==> src/rtl/ctl_stack_unit.sv <==
// ctl_stack_unit: per-PE enable (predication) stack plus call/return-address stack for the sequencer.
// Define CTL_STACK_GUARD_EN to enable overflow/underflow/illegal-op faults and the ERR state.
module ctl_stack_unit #(
    parameter int ADDR_W     = 16,
    parameter int CALL_DEPTH = 4,
    parameter int EN_DEPTH   = 32
) (
    input  logic                            clk,
    input  logic                            reset,
    input  logic                            op_valid,
    input  logic [2:0]                      op,
    input  logic                            cond,
    input  logic [ADDR_W-1:0]               call_addr,
    input  logic                            err_clr,
    output logic                            op_ready,
    output logic                            en,
    output logic                            take,
    output logic [ADDR_W-1:0]               ret_addr,
    output logic [$clog2(CALL_DEPTH+1)-1:0] call_cnt,
    output logic [$clog2(EN_DEPTH)-1:0]     en_cnt,
    output logic                            err,
    output logic [1:0]                      err_code
);
    localparam int CW = $clog2(CALL_DEPTH+1);
    localparam int EW = $clog2(EN_DEPTH);
    localparam logic [CW-1:0] CALL_FULL = CW'(CALL_DEPTH);
    localparam logic [EW-1:0] EN_FULL   = EW'(EN_DEPTH-1);
    localparam logic [1:0] E_OVF = 2'd1;
    localparam logic [1:0] E_UNF = 2'd2;
    localparam logic [1:0] E_ILL = 2'd3;

`ifdef CTL_STACK_GUARD_EN
    localparam bit GUARD = 1'b1;
`else
    localparam bit GUARD = 1'b0;
`endif

    typedef enum logic [2:0] {
        OP_NOP, OP_ALLEN, OP_POPEN, OP_PUSHEN, OP_JUMPF, OP_CALL, OP_RET, OP_RSVD
    } op_t;

    logic [EN_DEPTH-1:0] en_stk_q, en_stk_d;
    logic [ADDR_W-1:0]   call_stk_q [CALL_DEPTH];
    logic [ADDR_W-1:0]   call_stk_d [CALL_DEPTH];
    logic [CW-1:0]       call_cnt_q, call_cnt_d;
    logic [EW-1:0]       en_cnt_q, en_cnt_d;
    logic                take_q, take_d;
    logic [ADDR_W-1:0]   ret_addr_q, ret_addr_d;
    logic                accept;
    logic                fault;
    logic [1:0]          fault_code;

    assign accept = op_valid && op_ready;

    // Entry 0 of the call stack is the top; pushes shift toward the bottom and drop the oldest.
    always_comb begin
        en_stk_d   = en_stk_q;
        call_stk_d = call_stk_q;
        call_cnt_d = call_cnt_q;
        en_cnt_d   = en_cnt_q;
        ret_addr_d = ret_addr_q;
        take_d     = 1'b0;
        fault      = 1'b0;
        fault_code = 2'd0;
        if (accept) begin
            case (op_t'(op))
                OP_ALLEN: en_stk_d[0] = 1'b1;
                OP_POPEN: begin
                    if (GUARD && en_cnt_q == '0) begin
                        fault      = 1'b1;
                        fault_code = E_UNF;
                    end else begin
                        en_stk_d = {1'b0, en_stk_q[EN_DEPTH-1:1]};
                        if (en_cnt_q != '0) en_cnt_d = en_cnt_q - 1'b1;
                    end
                end
                OP_PUSHEN: begin
                    if (GUARD && en_cnt_q == EN_FULL) begin
                        fault      = 1'b1;
                        fault_code = E_OVF;
                    end else begin
                        en_stk_d = {en_stk_q[EN_DEPTH-2:0], en_stk_q[0]};
                        if (en_cnt_q != EN_FULL) en_cnt_d = en_cnt_q + 1'b1;
                    end
                end
                OP_JUMPF: begin
                    take_d = ~(en_stk_q[0] & cond);
                    if (!cond) en_stk_d[0] = 1'b0;
                end
                OP_CALL: begin
                    if (en_stk_q[0]) begin
                        if (GUARD && call_cnt_q == CALL_FULL) begin
                            fault      = 1'b1;
                            fault_code = E_OVF;
                        end else begin
                            for (int i = CALL_DEPTH-1; i > 0; i--) call_stk_d[i] = call_stk_q[i-1];
                            call_stk_d[0] = call_addr;
                            if (call_cnt_q != CALL_FULL) call_cnt_d = call_cnt_q + 1'b1;
                            take_d = 1'b1;
                        end
                    end
                end
                OP_RET: begin
                    if (en_stk_q[0]) begin
                        if (GUARD && call_cnt_q == '0) begin
                            fault      = 1'b1;
                            fault_code = E_UNF;
                        end else begin
                            ret_addr_d = (call_cnt_q == '0) ? '0 : call_stk_q[0];
                            for (int i = 0; i < CALL_DEPTH-1; i++) call_stk_d[i] = call_stk_q[i+1];
                            call_stk_d[CALL_DEPTH-1] = '0;
                            if (call_cnt_q != '0) call_cnt_d = call_cnt_q - 1'b1;
                            take_d = 1'b1;
                        end
                    end
                end
                OP_RSVD: begin
                    if (GUARD) begin
                        fault      = 1'b1;
                        fault_code = E_ILL;
                    end
                end
                default: ;
            endcase
        end
    end

    always_ff @(posedge clk or posedge reset) begin
        if (reset) begin
            en_stk_q   <= '1;
            call_cnt_q <= '0;
            en_cnt_q   <= '0;
            take_q     <= 1'b0;
            ret_addr_q <= '0;
            for (int i = 0; i < CALL_DEPTH; i++) call_stk_q[i] <= '0;
        end else begin
            en_stk_q   <= en_stk_d;
            call_stk_q <= call_stk_d;
            call_cnt_q <= call_cnt_d;
            en_cnt_q   <= en_cnt_d;
            take_q     <= take_d;
            ret_addr_q <= ret_addr_d;
        end
    end

    assign en       = en_stk_q[0];
    assign take     = take_q;
    assign ret_addr = ret_addr_q;
    assign call_cnt = call_cnt_q;
    assign en_cnt   = en_cnt_q;

`ifdef CTL_STACK_GUARD_EN
    typedef enum logic {RUN, ERR} state_t;
    state_t     state_q;
    logic [1:0] err_code_q;

    // A clear in ERR wins over a simultaneous op, which op_ready=0 already rejects.
    always_ff @(posedge clk or posedge reset) begin
        if (reset) begin
            state_q    <= RUN;
            err_code_q <= 2'd0;
        end else begin
            case (state_q)
                RUN: if (fault) begin
                    state_q    <= ERR;
                    err_code_q <= fault_code;
                end
                ERR: if (err_clr) begin
                    state_q    <= RUN;
                    err_code_q <= 2'd0;
                end
                default: state_q <= RUN;
            endcase
        end
    end

    assign op_ready = (state_q == RUN);
    assign err      = (state_q == ERR);
    assign err_code = err_code_q;
`else
    logic unused_guard;
    assign unused_guard = &{1'b0, err_clr, fault, fault_code};
    assign op_ready = 1'b1;
    assign err      = 1'b0;
    assign err_code = 2'd0;
`endif

endmodule

==> config.mk <==
export PLATFORM = sky130hd
export DESIGN_NAME = ctl_stack_unit
export DESIGN_NICKNAME = d
export VERILOG_FILES = /design/src/rtl/ctl_stack_unit.sv
export SDC_FILE = /design/constraint.sdc
export NUM_CORES = 1
export LEC_CHECK = 0
export ABC_AREA = 0
export BUFFER_PORTS_ARGS = -buffer_cell sky130_fd_sc_hd__clkbuf_2
export CAP_MARGIN = 40
export CELL_PAD_IN_SITES_DETAIL_PLACEMENT = 1
export CELL_PAD_IN_SITES_GLOBAL_PLACEMENT = 1
export CORE_ASPECT_RATIO = 1.5
export CORE_MARGIN = 3
export CORE_UTILIZATION = 40
export DETAILED_ROUTE_END_ITERATION = 7
export PLACE_DENSITY = 0.77
export RECOVER_POWER = 25
export SLEW_MARGIN = 20
export SYNTH_ARGS = -nofsm -noshare
export SYNTH_HDL_FRONTEND = slang
export SYNTH_SLANG_ARGS = --single-unit
==> constraint.sdc <==
create_clock -name clk -period 5.7 [get_ports clk]
set_clock_uncertainty 0.2 [all_clocks]
set_input_delay 0.285 -clock clk [delete_from_list [all_inputs] [get_ports clk]]
set_output_delay 0.285 -clock clk [all_outputs]
set_load 0.02 [all_outputs]
Word-level counts from Yosys, hierarchy flattened
Index checks and enable logic that the tools add are counted.
Widths: inputs -> output; s select.
{"block": "word_totals", "register_bits": 121, "inputBits": 24, "word_cells": 62, "out_inout_bits": 30}
{"block": "op_classes", "eq_ne": 15, "reduce_logical": 13, "n_mux": 18, "bitwise_logic": 2, "add_sub_neg": 4}
{"cell": "$mux 64", "count": 2}
{"cell": "$pmux 64 s2", "count": 1}
{"cell": "$pmux 31 s2", "count": 1}
{"cell": "$mux 16", "count": 1}
{"cell": "$ne 2x2->1 const B", "count": 7}
{"cell": "$mux 3", "count": 4}
{"cell": "$mux 5", "count": 2}
{"cell": "$pmux 5 s2", "count": 1}
{"cell": "$eq 3x3->1 const B", "count": 3}
{"cell": "$reduce_and 4->1", "count": 2}
{"cell": "$eq 3x2->1 const B", "count": 2}
{"cell": "$pmux 3 s2", "count": 1}
{"cell": "$reduce_and 3->1", "count": 2}
{"cell": "$reduce_and 6->1", "count": 1}
{"cell": "$reduce_bool 3->1", "count": 2}
{"cell": "$add 5x1->5 const B", "count": 1}
{"cell": "$ne 5x5->1 const B", "count": 1}
{"cell": "$reduce_bool 5->1", "count": 1}
{"cell": "$sub 5x1->5 const B", "count": 1}
{"cell": "$reduce_bool 2->1", "count": 2}
{"cell": "$add 3x1->3 const B", "count": 1}
{"cell": "$eq 3x1->1 const B", "count": 1}
{"cell": "$logic_not 3->1", "count": 1}
{"cell": "$mux 1", "count": 3}
{"cell": "other kinds (8)", "count": 8}

Longest topological paths before layout
{"block": "logic_depth", "ltp_word": 4, "mapped_depth": 9}

Worst setup path before layout
OpenSTA, ideal clock, no wires.
{"block": "synth_path", "path_kind": "in2reg", "start": "in op[2]", "end": "reg en_cnt_q[4], in the netlist en_cnt[4]", "setup_slack_ns": 3.424, "n_path_buf": 3, "t_arrival_ns": 1.995, "cell_stages": 9, "path_cell_list": "buf_4 > nand3b_1 > buf_4 > buf_4 > fa_1 > a21o_1 > a211o_1 > o211ai_2 > xnor2_1"}
{"block": "synth_via", "elab_chain_len": 3, "elab_cells_between_ends": 7}
{"element": "start: declaration", "line": "11", "rtl": "input logic [2:0] op,"}
{"element": "$eq 3x2->1", "line": "66", "rtl": "case (op_t'(op))"}
{"element": "$ne 2x2->1 (no line) or $reduce_bool 2->1 (tied branches)"}
{"element": "$reduce_and 4->1 (no line)"}
{"element": "end signal: assignment", "line": "140", "rtl": "en_cnt_q <= en_cnt_d;"}
{"element": "end: declaration", "line": "46", "rtl": "logic [EW-1:0] en_cnt_q, en_cnt_d;"}
Parallel ways exist; a longest one is shown, timed or not.
A chain may end at the register's enable or synchronous reset.

Worst setup path in the final report
{"block": "layout_path", "start": "in op_valid", "end": "reg en_cnt_q[1], in the netlist en_cnt[1]"}
{"block": "layout_via", "elab_chain_len": 1}
{"element": "start: declaration", "line": "10", "rtl": "input logic op_valid,"}
{"element": "$reduce_and 4->1 (no line)"}
Every way passes these cells.

==> run metrics <==
Primary FF master, synth=dfrtp_1; Routed Antenna Nets=0; post-CTS setup buffers=0; synthesized area per cell=10.71 um^2; Final nets=607; cells on worst reg2reg path=5; sequential element share of the synthesized area=0.5436; Clk Latency, worst-skew pair=410 ps; most common cell after layout, fill and taps aside=nand2_1; Die X=103.0 um; r2r setup slk=3650 ps; most frequent cells in the layout=nand2_1, dfrtp_1, mux2i_1, o21ai_0, clkbuf_2; H-tree levels=4; period utilization=0.3978; flop and latch count out of synthesis=121; Worst Hold Class=in2reg; mean routed wirelength per cell=17.23 um; Tot GR Track Use=0.1772; Place WS=3143 ps; die area=15600 um^2; first-pass GRT wire length=21750 um; Worst R2R End=call_stk_q[2]; met1 usage=0.2222; antenna violations before repair=0; Critical Path End Type=flip-flop; YS warnings=0; max-capacitance violation count=0; Post-synth ARST share=1.000; Vias/cell=5.307; GP Congestion=0.7546; detailed router's first-iteration violation count=142; Post-synth EDFFs=0; hpwl dp=7864 um; std cell rows=52; largest net degree at the start of global routing=82; Max Slew Vio Count=0; met2 Resource Use GR=0.2998; multi-input logic area=2327 um^2; Max Fanout on Critical Path=63; final worst-path setup slack=3433 ps; Worst Hold Depth=3; Overflow after GRT=0; Buffers on Ports=48; Final min period=2267 ps; CP startpoint kind=primary input; layout cells sized above 1=0.2217; CTS root buf=clkbuf_16; CTS tree=yes; P_leak=3.372 nW; core box area=13660 um^2; final core occ=0.4964; die height=151.5 um; Mapped Area=5644 um^2; worst path arrival time=2360 ps; Required @ worst endpoint=5790 ps; Worst Path Class, Setup=in2reg; dpl cells=705; P per Cell Area=454.3 nW/um^2; met3 usage=0.03848; # clock sinks=121; DR vias=3996; Final Hold Violating Endpoints=0; GR peak layer=met2; DR pass1 iterations=4; diode count=0; PostCTS Resize Cnt=0; Area contributors post-synth=dfrtp_1, dfstp_2, mux2i_1, nand2_1, o21ai_0; unrepaired setup endpoints after global routing=false; RR Startpoint=en_stk_q[0]; clock buffer count from CTS=17; run status=completed; slew margin rel.=0.4895; final instance count without filler cells=753; Post-route DRC=0; Least-Margin Pin Slew=763.9 ps; IO Pins=54; Area Growth Syn to Fin=20.17%; setup tns final=0 ps; Initial Util=0.4131; Max VDD drop=0.0002132 V; vias in the first global route=4303; setup violators final=0; fmax=441.1 MHz; clock-pin slew on the worst setup and hold paths=60 ps; Post-Syn Instances=527; Worst Hold End=call_stk_q[52]; FILL cells=1473; hold path start=call_addr[4]; share of Yosys cell area claimed by the top area cell type=0.3946; FF+latch area=3068 um^2; Routed WL=12980 um; Synth cell types=43; maximum buffer depth of the clock tree=2; post-synth top area cell=dfrtp_1
## how the worst max path moves through the flow
stage | startpoint | end | cells past startpoint
after detailed placement | op[2] | en_cnt[3] | 8
after global routing | op_valid | en_cnt[1] | 6
after CTS | op_valid | en_cnt[1] | 6
final | op_valid | en_cnt[1] | 6
after global placement | op[0] | call_cnt[2] | 7
after floorplan | reset | call_cnt[0] | 1
## registers in the layout, indices dropped and copies added (netlist names)
register / count
call_cnt: 3
call_stk_q: 64
en_cnt: 5
en_stk_q: 32
ret_addr: 16
take: 1
## Yosys cell counts (3+ instances only)
| master | count |
|---|---|
| a21oi_1 | 4 |
| a22o_1 | 16 |
| buf_2 | 9 |
| buf_4 | 14 |
| buf_6 | 3 |
| clkbuf_1 | 15 |
| dfrtp_1 | 89 |
| dfstp_2 | 32 |
| ha_1 | 3 |
| inv_1 | 5 |
| mux2i_1 | 78 |
| nand2_1 | 114 |
| nand2b_1 | 4 |
| nand3_1 | 3 |
| o21ai_0 | 71 |
| o21ai_1 | 28 |
| xnor2_1 | 6 |
## through the flow
stage | hold WS [ps] | area (um^2) | total power (W)
finish | 13.24 | 6783 | 0.003081
global route | 40.14 | 6783 | 0.003257
CTS | 17.18 | 6756 | 0.003114
detailed placement | 15.80 | 5952 | 0.001891
global placement | 265.5 | 5894 | 0.001828
floorplan | 233.6 | 5652 | 0.001668
## logic make-up after synthesis
logic type | synth area share
xor+xnor | 0.01086
flops | 0.5436
fa+ha+maj | 0.01375
compound gates | 0.1374
other cells | 0.001331
simple gates | 0.1022
buf+inv | 0.04589
mux | 0.1450
## cell type report
type,count,share of cell area
Sequential cell,121,0.4523
Multi-Input combinational cell,362,0.3431
Inverter,5,0.002951
Timing Repair Buffer,71,0.07526
Tap cell,162,0.02988
Clock inverter,11,0.02859
Clock buffer,21,0.06788
## power breakdown
part / internal (W) / switching, W / leakage [nW]
Combinational: 0.000259 / 0.000379 / 1.57
Clock: 0.000799 / 0.000392 / 0.306
Sequential: 0.00107 / 0.000181 / 1.49
## critical path, stage by stage
cell	delay [ps]
dlygate4sd3_1	520
clkbuf_2	170
nand3b_4	460
a21oi_2	430
o21ai_2	170
mux2_2	310
## per-layer routing
layer	routed length, um	part of all wire
met3	292	0.023
met2	6909	0.53
met5	0	0
met1	5636	0.43
met4	138	0.011
## what timing repair did
| action | 4_1_cts | 5_1_grt |
|---|---|---|
| hold buffers | 15 | 0 |
| setup endpoints to repair | 0 | 0 |
| endpoints found under the hold margin | 85 | 0 |
Note: power is estimated with default switching activity, not from simulation.
